--- config.mk ---
export PLATFORM = sky130hd
export DESIGN_NAME = i2c_bus_arbiter
export DESIGN_NICKNAME = d
export VERILOG_FILES = /design/src/rtl/i2c_arb_pkg.sv /design/src/rtl/rr_picker.sv /design/src/rtl/i2c_bus_arbiter.sv
export SDC_FILE = /design/constraint.sdc
export NUM_CORES = 1
export LEC_CHECK = 0
export ABC_CLOCK_PERIOD_IN_PS = 5800
export CAP_MARGIN = 20
export CORE_ASPECT_RATIO = 0.7
export CORE_MARGIN = 5
export CORE_UTILIZATION = 47
export CTS_BUF_LIST = sky130_fd_sc_hd__clkbuf_8 sky130_fd_sc_hd__clkbuf_16
export CTS_CLUSTER_SIZE = 28
export DETAILED_ROUTE_END_ITERATION = 8
export GPL_ROUTABILITY_DRIVEN = 0
export PLACE_DENSITY = 0.86
export SKIP_CTS_REPAIR_TIMING = 1
export SYNTH_ARGS = -nofsm -noshare
export SYNTH_HDL_FRONTEND = slang
export SYNTH_SLANG_ARGS = --single-unit
--- constraint.sdc ---
create_clock -name clk -period 5.8 [get_ports clk]
set_input_delay 1.16 -clock clk [delete_from_list [all_inputs] [get_ports clk]]
set_output_delay 1.16 -clock clk [all_outputs]
set_load 0.02 [all_outputs]
--- src/rtl/i2c_arb_pkg.sv ---
// ---------------------------------------------------------------------------
// i2c_arb_pkg
// Shared definitions for the I2C bus arbiter: FSM state encoding, payload
// field widths, the latched command record and a saturating counter helper.
// ---------------------------------------------------------------------------
package i2c_arb_pkg;

  localparam int ADR_W   = 7;
  localparam int DATA_W  = 32;
  localparam int BYTES_W = 3;
  localparam int CH_W    = 4;
  localparam int CNT_W   = 32;

  typedef enum logic [2:0] {
    IDLE       = 3'd0,
    ISSUE      = 3'd1,
    WAIT_START = 3'd2,
    WAIT_DONE  = 3'd3,
    DONE       = 3'd4
  } arb_state_e;

  // Command captured from the winning requester at grant time.
  typedef struct packed {
    logic               rd;
    logic [ADR_W-1:0]   adr;
    logic [DATA_W-1:0]  wr_data;
    logic [BYTES_W-1:0] wr_bytes;
    logic [BYTES_W-1:0] rd_bytes;
    logic [CH_W-1:0]    rd_channels;
  } cmd_t;

  // Increment that sticks at all-ones instead of wrapping.
  function automatic logic [CNT_W-1:0] sat_inc(input logic [CNT_W-1:0] v);
    return (v == '1) ? v : v + CNT_W'(1);
  endfunction

endpackage

--- src/rtl/rr_picker.sv ---
// ---------------------------------------------------------------------------
// rr_picker
// Combinational round-robin selector. Searches req_i starting at
// rr_ptr_i+1 (modulo N_REQ) and reports the first asserted index.
//
// Ports
//   req_i     in  N_REQ  request vector
//   rr_ptr_i  in  IDX_W  index of the previous winner
//   winner_o  out IDX_W  selected requester (0 when valid_o is low)
//   valid_o   out 1      at least one request is asserted
// ---------------------------------------------------------------------------
module rr_picker #(
  parameter int N_REQ = 2,
  parameter int IDX_W = 1
) (
  input  logic [N_REQ-1:0] req_i,
  input  logic [IDX_W-1:0] rr_ptr_i,
  output logic [IDX_W-1:0] winner_o,
  output logic             valid_o
);

  logic [IDX_W-1:0] cand;

  // Walk from the farthest candidate to the nearest one so that the last hit
  // written (the nearest to rr_ptr_i+1) has the highest priority.
  always_comb begin
    // NOTE: every output of a combinational block gets a default before any
    // conditional assignment, otherwise the tool infers a latch.
    winner_o = '0;
    valid_o  = 1'b0;
    cand     = '0;
    for (int off = N_REQ; off >= 1; off--) begin
      cand = IDX_W'((int'(rr_ptr_i) + off) % N_REQ);
      if (req_i[cand]) begin
        winner_o = cand;
        valid_o  = 1'b1;
      end
    end
  end

endmodule

--- src/rtl/i2c_bus_arbiter.sv ---
// ---------------------------------------------------------------------------
// i2c_bus_arbiter
// Shares one i2c_master_if between N_REQ requesters. Round-robin grant,
// latches the winner's command, issues a single wr/rd start pulse, follows
// the master's busy to completion (with start and transfer timeouts) and
// routes read-data strobes back to the current owner.
//
// Ports
//   clk, reset            40 MHz clock, synchronous active-high reset
//   req/req_rd/req_*      per-requester level request and payload slices
//   gnt                   one-hot owner, held for the whole transaction
//   done, err             completion pulse to owner; err=1 means timeout
//   rd_data, rd_data_en   registered read data and per-owner strobe
//   m_wr_flg, m_rd_flg    one-cycle start pulses to the master
//   m_adr .. m_rd_channels latched command fields to the master
//   m_rd_data(_en), m_busy read data, strobe and busy from the master
//   busy                  arbiter is not idle
// ---------------------------------------------------------------------------
module i2c_bus_arbiter
  import i2c_arb_pkg::*;
#(
  parameter int          N_REQ    = 2,
  parameter int unsigned START_TO = 64,
  parameter int unsigned XFER_TO  = 4000000
) (
  input  logic                     clk,
  input  logic                     reset,
  input  logic [N_REQ-1:0]         req,
  input  logic [N_REQ-1:0]         req_rd,
  input  logic [ADR_W*N_REQ-1:0]   req_adr,
  input  logic [DATA_W*N_REQ-1:0]  req_wr_data,
  input  logic [BYTES_W*N_REQ-1:0] req_wr_bytes,
  input  logic [BYTES_W*N_REQ-1:0] req_rd_bytes,
  input  logic [CH_W*N_REQ-1:0]    req_rd_channels,
  output logic [N_REQ-1:0]         gnt,
  output logic [N_REQ-1:0]         done,
  output logic                     err,
  output logic [DATA_W-1:0]        rd_data,
  output logic [N_REQ-1:0]         rd_data_en,
  output logic                     m_wr_flg,
  output logic                     m_rd_flg,
  output logic [ADR_W-1:0]         m_adr,
  output logic [DATA_W-1:0]        m_wr_data,
  output logic [BYTES_W-1:0]       m_wr_bytes,
  output logic [BYTES_W-1:0]       m_rd_bytes,
  output logic [CH_W-1:0]          m_rd_channels,
  input  logic [DATA_W-1:0]        m_rd_data,
  input  logic                     m_rd_data_en,
  input  logic                     m_busy,
  output logic                     busy
);

  localparam int IDX_W = (N_REQ > 1) ? $clog2(N_REQ) : 1;
  localparam logic [N_REQ-1:0] ONE       = N_REQ'(1);
  localparam logic [CNT_W-1:0] START_LIM = CNT_W'(START_TO - 1);
  localparam logic [CNT_W-1:0] XFER_LIM  = CNT_W'(XFER_TO - 1);

  arb_state_e        state_q, state_d;
  logic [IDX_W-1:0]  rr_ptr_q;
  logic [CNT_W-1:0]  cnt_q, cnt_d;
  cmd_t              cmd_q;
  logic [N_REQ-1:0]  gnt_q;
  logic              err_q, err_d;
  logic [DATA_W-1:0] rd_data_q;
  logic [N_REQ-1:0]  rd_data_en_q;

  logic [IDX_W-1:0]  pick_idx;
  logic              pick_valid;
  cmd_t              pick_cmd;
  logic              grant;
  logic              route_ok;

  rr_picker #(
    .N_REQ (N_REQ),
    .IDX_W (IDX_W)
  ) u_rr_picker (
    .req_i    (req),
    .rr_ptr_i (rr_ptr_q),
    .winner_o (pick_idx),
    .valid_o  (pick_valid)
  );

  // Payload mux; loop with constant slice positions instead of a computed
  // part-select base.
  always_comb begin
    pick_cmd = '0;
    for (int i = 0; i < N_REQ; i++) begin
      if (i == int'(pick_idx)) begin
        pick_cmd.rd          = req_rd[i];
        pick_cmd.adr         = req_adr[i*ADR_W +: ADR_W];
        pick_cmd.wr_data     = req_wr_data[i*DATA_W +: DATA_W];
        pick_cmd.wr_bytes    = req_wr_bytes[i*BYTES_W +: BYTES_W];
        pick_cmd.rd_bytes    = req_rd_bytes[i*BYTES_W +: BYTES_W];
        pick_cmd.rd_channels = req_rd_channels[i*CH_W +: CH_W];
      end
    end
  end

  assign grant    = (state_q == IDLE) && pick_valid;
  assign route_ok = (state_q == WAIT_START) || (state_q == WAIT_DONE) ||
                    (state_q == DONE);

  // Next-state logic. The timeout counter is cleared on entry to each wait
  // state so each phase gets its own full budget.
  always_comb begin
    state_d = state_q;
    cnt_d   = cnt_q;
    err_d   = 1'b0;
    unique case (state_q)
      IDLE: begin
        if (pick_valid) state_d = ISSUE;
      end
      ISSUE: begin
        cnt_d   = '0;
        state_d = WAIT_START;
      end
      WAIT_START: begin
        if (m_busy) begin
          cnt_d   = '0;
          state_d = WAIT_DONE;
        end else if (cnt_q == START_LIM) begin
          err_d   = 1'b1;
          state_d = DONE;
        end else begin
          cnt_d = sat_inc(cnt_q);
        end
      end
      WAIT_DONE: begin
        if (!m_busy) begin
          state_d = DONE;
        end else if (cnt_q == XFER_LIM) begin
          err_d   = 1'b1;
          state_d = DONE;
        end else begin
          cnt_d = sat_inc(cnt_q);
        end
      end
      DONE: begin
        state_d = IDLE;
      end
      default: begin
        state_d = IDLE;
      end
    endcase
  end

  always_ff @(posedge clk) begin
    // NOTE: state is updated with non-blocking assignments so every register
    // samples the pre-edge values regardless of statement order.
    if (reset) begin
      state_q      <= IDLE;
      rr_ptr_q     <= IDX_W'(N_REQ - 1);
      cnt_q        <= '0;
      // NOTE: the command registers drive outputs directly, so they are
      // reset as well; these are plain flops, not a RAM.
      cmd_q        <= '0;
      gnt_q        <= '0;
      err_q        <= 1'b0;
      rd_data_q    <= '0;
      rd_data_en_q <= '0;
    end else begin
      state_q <= state_d;
      cnt_q   <= cnt_d;
      // err_d is only ever set on the edge into DONE, so err is a one-cycle
      // qualifier aligned with done.
      err_q   <= err_d;

      if (grant) begin
        cmd_q    <= pick_cmd;
        gnt_q    <= ONE << pick_idx;
        rr_ptr_q <= pick_idx;
      end else if (state_q == DONE) begin
        gnt_q <= '0;
      end

      // gnt_q is stable from ISSUE through DONE, so it doubles as the
      // owner mask for read-strobe routing.
      if (m_rd_data_en && route_ok) begin
        rd_data_q    <= m_rd_data;
        rd_data_en_q <= gnt_q;
      end else begin
        rd_data_en_q <= '0;
      end
    end
  end

  assign gnt           = gnt_q;
  assign done          = (state_q == DONE) ? gnt_q : '0;
  assign err           = err_q;
  assign rd_data       = rd_data_q;
  assign rd_data_en    = rd_data_en_q;
  assign m_wr_flg      = (state_q == ISSUE) && !cmd_q.rd;
  assign m_rd_flg      = (state_q == ISSUE) &&  cmd_q.rd;
  assign m_adr         = cmd_q.adr;
  assign m_wr_data     = cmd_q.wr_data;
  assign m_wr_bytes    = cmd_q.wr_bytes;
  assign m_rd_bytes    = cmd_q.rd_bytes;
  assign m_rd_channels = cmd_q.rd_channels;
  assign busy          = (state_q != IDLE);

endmodule

==> results.sh, run 1 <==
export IMPL_cts_buffers=17
export IMPL_grt_overflow=0
export IMPL_drtIter0Drc=807
export IMPL_ys_warn_count=0
export IMPL_finalSetupViolations=0
export IMPL_maxCapViolCount=0
export IMPL_fin_crit_sh=0.587
export IMPL_clockBufferDepth=2
export IMPL_hold_start="rd_data[6]"
export IMPL_die_area_um2=14500
export IMPL_nets=974
export IMPL_clk_pin_slew_ps=60
export IMPL_finalHoldViolations=0
export IMPL_reg2reg_to="cnt_q[30]"
export IMPL_min_path_type="flip-flop to flip-flop"
export IMPL_power_density_nw_per_um2=371
export IMPL_io_buffers=228
export IMPL_ys_ff_latch=123
export IMPL_rsz0062_at_grt="false"
export IMPL_synth_nets=817
export IMPL_cts_root_buf="clkbuf_16"
export IMPL_diodes=0
export IMPL_avgSynthCellArea_um2=8.45
export IMPL_rows=33
export IMPL_fillCellCount=871
export IMPL_cp_start_kind="flip-flop"
export IMPL_layout_min_cycle_time_ps=3400
export IMPL_r2r_cells=7
export IMPL_synth_async_sr_flop_share=0
export IMPL_min_path_cells=2
export IMPL_netlist_area_um2=5730
export IMPL_ys_seq_area_frac=0.430
export IMPL_grt_max_degree=108
export IMPL_reg2reg_from="cnt_q[0]"
export IMPL_cts_tree="built"
export IMPL_grt_met1_usage=0.319
export IMPL_grt_util_met2=0.410
export IMPL_crit_arrival_ps=2240
export IMPL_final_instance_count_excl_fill=1005
export IMPL_start_util=0.485
export IMPL_end_kind="primary output"
export IMPL_synthDistinctLibCells=51
export IMPL_postPlaceCellArea_um2=7710
export IMPL_synth_top_area_share=0.430
export IMPL_crit_start="state_q[2]"
export IMPL_synth_area_leaders="dfxtp_1 43%, a222oi_1 8.7%, buf_4 6.4%"
export IMPL_htreeDepth=4
export IMPL_pin_count=229
export IMPL_drtPass1Iterations=9
export IMPL_power_mw=3.09
export IMPL_yosys_area_top_type="dfxtp_1"
export IMPL_path_class="flip-flop to primary output"
export IMPL_ir_drop_v=0.000230
export IMPL_multiInputGateArea_um2=2710
export IMPL_dp_cells=972
export IMPL_synth_ff_type="dfxtp_1"
export IMPL_ys_top_cells_by_count="123 x dfxtp_1, 90 x nand2_1, 70 x nor2_1, 50 x a222oi_1, 49 x buf_4"
export IMPL_cts_sinks=123
export IMPL_totalNegativeSetupSlack_ps=0
export IMPL_grt_pass1_wl_um=29200
export IMPL_slew_headroom=0.278
export IMPL_grt_pass1_vias=5847
export IMPL_grt_busiest_layer="met2"
export IMPL_worst_skew_pair_late_latency_ps=400
export IMPL_crit_end="busy"
export IMPL_p_leak_nw=2.98
export IMPL_core_region_area_um2=11800
export IMPL_place_ws_ps=2130
export IMPL_ant_nets=0
export IMPL_synth_edff_count=0
export IMPL_cp_required_ps=4640
export IMPL_status="complete, but fails checks"
export IMPL_slew_viol_final=0
export IMPL_drive_gt1_frac=0.0625
export IMPL_die_h_um=102
export IMPL_grt_total_usage=0.249
export IMPL_yosysMostFrequentCell="dfxtp_1"
export IMPL_worst_slack_ps=2400
export IMPL_violations="DRC"
export IMPL_via_per_inst=6.00
export IMPL_cp_max_fo=14
export IMPL_vias=6035
export IMPL_drc=1
export IMPL_fin_area_um2=8350
export IMPL_grt_antenna_before_repair=0
export IMPL_place_hpwl_um=13700
export IMPL_use_met3=0.0655
export IMPL_r2r_slack_ps=2820
export IMPL_syn_inst=678
export IMPL_sequential_cell_area_um2=2460
export IMPL_worst_pin_slew_ps=1080
export IMPL_routed_wl_um=19200
export IMPL_skew_ps=9.13
export IMPL_die_w_um=142
export IMPL_fmax_mhz=294
export IMPL_post_drt_wl_per_cell_um=19.1
export IMPL_area_growth_pct=45.7
[flip-flops by register name, summed over array words and instances, names as in the netlist]
signal         count
cnt_q             32
m_wr_data         32
rd_data           32
m_adr              7
m_rd_channels      4
m_rd_bytes         3
m_wr_bytes         3
state_q            3
gnt                2
rd_data_en         2
cmd_q              1
err                1
rr_ptr_q           1
[kinds of logic after synthesis]
| family | count (synthesis) | synth area share |
|---|---|---|
| simple gates | 280 | 0.237 |
| compound gates | 160 | 0.215 |
| flops | 123 | 0.430 |
| buf+inv | 106 | 0.103 |
| mux | 8 | 0.0140 |
| fa+ha+maj | 1 | 0.00218 |
[cell type report]
type / instances / share of cell area
repair buffers: 231 / 0.277
flip-flops and latches: 123 / 0.295
clock inverters: 15 / 0.0226
clock buffers: 17 / 0.0510
multi-input cells: 449 / 0.325
well taps: 157 / 0.0235
inverters: 13 / 0.00585
[metrics by stage]
stage               hold slack [ps]  utilization
global route                    472        0.707
finish                          454        0.707
CTS                             457        0.705
floorplan                       455            -
detailed placement              450        0.653
global placement                442        0.653
[worst max-delay path, cell delays in order (launching register included)]
cell and delay [ps]:
dfxtp_1 710, nor3_1 190, inv_1 250, clkdlybuf4s50_1 680
[power breakdown]
part           internal [mW]  total, mW  switching [mW]
clock                  0.685       1.09           0.407
sequential             0.951       1.03          0.0824
combinational          0.426      0.967           0.540
[worst min path at each step]
stage	to	slack, ps
finish	rd_data[6]	450
global route	rd_data[9]	470
CTS	rd_data[6]	460
detailed placement	rd_data[6]	450
global placement	rd_data[0]	440
floorplan	rr_ptr_q	450
[metal layers]
| layer | wire (um) | vias to the layer above |
|---|---|---|
| met3 | 2000 | 33 |
| met2 | 8900 | 387 |
| met1 | 7870 | 2823 |
| met4 | 420 | 0 |
| met5 | 0 | - |
| li1 | - | 2792 |
[cells in the final DEF (no fill, tap or decap), types with 17 or more instances in the layout]
| cell | instances |
|---|---|
| clkdlybuf4s50_1 | 227 |
| nand3_1 | 17 |
| dfxtp_1 | 123 |
| o21ai_0 | 17 |
| a222oi_1 | 50 |
| nor2_1 | 69 |
| clkbuf_16 | 17 |
| a21oi_1 | 46 |
| nand2_1 | 90 |
| or3_1 | 19 |
Note: power is estimated with default switching activity, not from simulation.
==> inputs of run 2 (changes only) <==
ABC_CLOCK_PERIOD_IN_PS = 3100   (was 5800)
CORE_UTILIZATION = 40   (was 47)
PLACE_DENSITY = 0.78   (was 0.86)
clock period = 3.1 ns   (was 5.8 ns; I/O delays follow)
==> run 2 against run 1 <==
Net effect: the run now ends clean; global-route usage decreased by 3.1 points; register-to-register slack got worse by 2500 ps; via count decreased by 1.3%; worst hold slack improved by 0.75 ps; clock-buffer cell count increased by 1; critical path depth increased by 1; utilization decreased by 9.1 points; critical endpoint is now m_rd_flg; largest cell class unchanged; largest power group unchanged.
==> results.sh, run 2 (synthesis gave the netlist of run 1 again) <==
export IMPL_diodes=0
export IMPL_die_area_um2=16900
export IMPL_power_density_nw_per_um2=699
export IMPL_status="completed"
export IMPL_end_kind="primary output"
export IMPL_pin_count=229
export IMPL_die_w_um=153
export IMPL_grt_total_usage=0.218
export IMPL_worst_pin_slew_ps=685
export IMPL_clockBufferDepth=2
export IMPL_min_path_type="flip-flop to flip-flop"
export IMPL_postPlaceCellArea_um2=7950
export IMPL_grt_overflow=0
export IMPL_vias=5959
export IMPL_fin_area_um2=8590
export IMPL_crit_end="m_rd_flg"
export IMPL_clk_pin_slew_ps=60
export IMPL_grt_max_degree=51
export IMPL_maxCapViolCount=0
export IMPL_grt_pass1_wl_um=29800
export IMPL_crit_family="simple AND/OR/NAND/NOR gates"
export IMPL_finalSetupViolations=0
export IMPL_totalNegativeSetupSlack_ps=0
export IMPL_cp_max_fo=13
export IMPL_cts_sinks=123
export IMPL_ir_drop_v=0.000452
export IMPL_crit_cells=4
export IMPL_cts_tree="built"
export IMPL_drtIter0Drc=692
export IMPL_p_leak_nw=3.10
export IMPL_cts_root_buf="clkbuf_16"
export IMPL_routed_wl_um=19500
export IMPL_fin_util=0.615
export IMPL_start_util=0.410
export IMPL_cts_buffers=17
export IMPL_place_hpwl_um=14100
export IMPL_path_class="flip-flop to primary output"
export IMPL_grt_pass1_vias=5646
export IMPL_die_h_um=110
export IMPL_nets=994
export IMPL_rows=36
export IMPL_core_region_area_um2=14000
export IMPL_via_per_inst=5.63
export IMPL_cp_num_buf_inv=1
export IMPL_crit_start="state_q[0]"
export IMPL_layout_min_cycle_time_ps=3000
export IMPL_min_path_cells=2
export IMPL_slew_headroom=0.542
export IMPL_r2r_slack_ps=310
export IMPL_cpPeakStageDelay_ps=610
export IMPL_htreeDepth=4
export IMPL_final_cell_mix="227 x clkdlybuf4s50_1, 123 x dfxtp_1, 90 x nand2_1, 69 x nor2_1, 50 x a222oi_1"
export IMPL_fmax_mhz=333
export IMPL_crit_arrival_ps=2380
export IMPL_io_buffers=228
export IMPL_cp_cell_sequence="nand2b_1, nor2_1, and2_1, clkdlybuf4s50_1"
export IMPL_reg2reg_to="cnt_q[2]"
export IMPL_cp_required_ps=2480
export IMPL_grt_antenna_before_repair=0
export IMPL_slew_viol_final=0
export IMPL_post_drt_wl_per_cell_um=18.4
export IMPL_slowest_stage="clkdlybuf4s50_1"
export IMPL_finalHoldViolations=0
export IMPL_cp_start_kind="flip-flop"
export IMPL_r2r_cells=6
export IMPL_rsz0062_at_grt="false"
export IMPL_skew_ps=8.01
export IMPL_drc=0
export IMPL_worst_skew_pair_late_latency_ps=410
export IMPL_area_growth_pct=50.0
export IMPL_drive_gt1_frac=0.0841
export IMPL_drtPass1Iterations=7
export IMPL_final_common_cell="clkdlybuf4s50_1"
export IMPL_ant_nets=0
export IMPL_reg2reg_from="cnt_q[7]"
export IMPL_fin_crit_sh=0.968
[run 2: changes by cell type in the layout (fill, tap and decap cells not counted)]
| cell | change |
|---|---|
| buf_4 | +18 |
| clkinv_4 | -3 |
| buf_12 | +2 |
| inv_6 | +2 |
| bufinv_16 | +1 |
| clkbuf_8 | +1 |
| clkinv_2 | -1 |
[run 2: how the worst min path moves through the flow]
stage / slack, ps / end / from
4_1_cts: 450 / rd_data[6] / rd_data[6]
3_3_place_gp: 440 / rd_data[9] / rd_data[9]
2_1_floorplan: 450 / rr_ptr_q / rr_ptr_q
6_report: 450 / rd_data[6] / rd_data[6]
5_1_grt: 470 / rd_data[27] / rd_data[27]
3_5_place_dp: 450 / rd_data[6] / rd_data[6]
[run 2: power breakdown]
group / total (mW) / switching (mW) / internal [mW]
Sequential: 1.91 / 0.135 / 1.78
Combinational: 1.91 / 1.05 / 0.865
Clock: 2.18 / 0.789 / 1.39
Total: 6.01 / 1.97 / 4.03
[run 2: area by class of cell]
cell class	count	area (um^2)
Fill cell	1190	5370
Multi-Input combinational cell	449	2710
Timing Repair Buffer	251	2490
Sequential cell	123	2460
Clock buffer	18	439
Tap cell	190	238
Clock inverter	14	205
Inverter	13	48.8
[run 2: routing by layer]
| layer | vias up | part of all wire | track usage |
|---|---|---|---|
| met5 | - | 0 | 0 |
| met4 | 0 | 0.011 | 0.0604 |
| met3 | 17 | 0.10 | 0.0804 |
| met2 | 316 | 0.45 | 0.331 |
| met1 | 2793 | 0.44 | 0.295 |
| li1 | 2833 | - | - |
[run 2: metrics by stage]
stage	hold slack [ps]	worst slack [ps]	std cells	power, mW
finish	455	98.3	1058	6.01
global route	471	15.3	1058	6.26
CTS	455	177	1058	6.03
detailed placement	447	334	1026	3.83
global placement	442	252	1025	3.80
floorplan	455	455	678	3.12
[run 2: worst register-to-register path, cell delays in order, from the launching register on]
cell and delay [ps]:
dfxtp_1 360, or4_1 570, or4_4 490, o41a_4 420, o31a_4 460, and4_1 230, nor3_2 170
==> RTL change: new RTL, config.mk and constraints of run 1 <==
Re-encode `arb_state_e` (5 states) as Gray code, 3 bits wide.
--- a/src/rtl/i2c_arb_pkg.sv
+++ b/src/rtl/i2c_arb_pkg.sv
@@ -14,7 +14,7 @@
   typedef enum logic [2:0] {
-    IDLE       = 3'd0,
-    ISSUE      = 3'd1,
-    WAIT_START = 3'd2,
-    WAIT_DONE  = 3'd3,
-    DONE       = 3'd4
+    IDLE       = 3'b000,
+    ISSUE      = 3'b001,
+    WAIT_START = 3'b011,
+    WAIT_DONE  = 3'b010,
+    DONE       = 3'b110
   } arb_state_e;
Function: no difference found for any inputs over 4 cycles, from zero or initial values and one cycle with reset high; so few cycles prove little.
==> RTL change against run 1 <==
  * Sequential cell count did not move
  * Final area shrank 0.58%
  * First-iteration DRC count rose by 0.74%
  * Synthesized cell count shrank 3.8%
  * Worst setup slack better by 0.084 ns
  * Total power decreased by 13%
  * Synthesized area shrank 1.0%
  * Wire length is 3.8% higher
  * Critical endpoint is now cnt_q[29]
==> RTL change: results (changes against run 1) <==
* Max incr delay on CP at 0.80 ns (was 0.71 ns)
* Non-clk buf share at 28.50% (was 27.74%)
* Arr. time, crit path at 3.67 ns (was 2.24 ns)
* Post-Route WL at 19,910 µm (was 19,190 µm)
* Post-synthesis mux area share at 0% (was 1.398%)
* Worst min-delay path startpoint: rd_data[11] (was rd_data[6])
* # nets final at 947 (was 974)
* M1 WL at 7573 µm (was 7867 µm)
* Pleak at 2.977 nW (was 2.975 nW)
* Share of layout cells above drive strength 1 at 7.065% (was 6.250%)
* Worst setup path start: m_busy (was state_q[2])
* Pre-antenna DRT Iters at 8 (was 9)
* GR Util met2 at 42.44% (was 40.97%)
* Wire length per cell at 20.35 µm (was 19.09 µm)
* Placed Area at 7610 µm² (was 7711 µm²)
* Worst-Margin Slew at 1.066 ns (was 1.083 ns)
* Run status: completed (was complete, but fails checks)
* Top cells by area, synth: dfxtp_1 43%, a222oi_1 8.8%, buf_4 6.6%, nor2_1 5.8%, nand2_1 5.0% (was dfxtp_1 43%, a222oi_1 8.7%, buf_4 6.4%, nand2_1 5.9%, nor2_1 4.6%)
* VDD IR-drop max at 0.2707 mV (was 0.2298 mV)
* Initial DRC Count at 813 (was 807)
* Multi-input combinational cell area at 2623 µm² (was 2709 µm²)
* Met3 WL post-DR at 2421 µm (was 1995 µm)
* Worst path slowest cell: a2111oi_4 (was dfxtp_1)
* Clock buf/inv share at 7.525% (was 7.361%)
* First-pass GRT wire length at 29,990 µm (was 29,220 µm)
* Hold EP: rd_data[11] (was rd_data[6])
* Multi-In Gates at 425 (was 449)
* Post-Synth XOR/XNOR Area at 1.545% (was 0%)
* Synth cell count leaders: 123 x dfxtp_1, 88 x nor2_1, 76 x nand2_1 (was 123 x dfxtp_1, 90 x nand2_1, 70 x nor2_1)
* Fill cell count at 823 (was 871)
* Largest net degree at the start of global routing at 106 (was 108)
* Syn Area/Cell at 8.695 µm² (was 8.450 µm²)
* Adder-cell share of the synthesized area at 0.2207% (was 0.2184%)
* Number of non-clock inverters at 7 (was 13)
* Synth Cell Area at 5669 µm² (was 5729 µm²)
* Top delay family on crit path: compound AO/OA/AOI/OAI gates (was buffers and inverters)
* WL met2 at 9405 µm (was 8903 µm)
* Placed insts at 943 (was 972)
* P_int at 0.001922 W (was 0.002062 W)
* Seq/total area at 29.68% (was 29.51%)
* Seq/Total Area, Yosys at 43.43% (was 42.98%)
-- RTL change: cell count changes in the layout (fill, tap and decap cells not counted), moves of 6 or more --
cell / delta
or3_1: -18
nor2_1: +18
nor3_1: +8
mux2i_1: -8
nand3_1: -9
or4_1: -6
inv_1: -7
o21ai_0: -8
nand2_1: -14
xnor2_1: +9
a21oi_1: -8
-- RTL change: power groups by stage --
stage | combinational (W) | clock [W] | sequential, W
finish | 0.000620 | 0.00112 | 0.000963
global route | 0.000659 | 0.00117 | 0.000971
CTS | 0.000605 | 0.00113 | 0.000962
detailed placement | 0.000600 | 0 | 0.000977
global placement | 0.000583 | 0 | 0.000974
floorplan | 0.000364 | 0 | 0.000975
-- RTL change: worst register-to-register path, delay by kind of cell, from the launching register on --
kind | cells | cell delay [ns]
adder cells (fa/ha/maj) | 1 | 0.21
AO/OA/AOI/OAI | 3 | 1.24
flip-flops | 1 | 0.39
AND/OR/NAND/NOR | 3 | 0.95
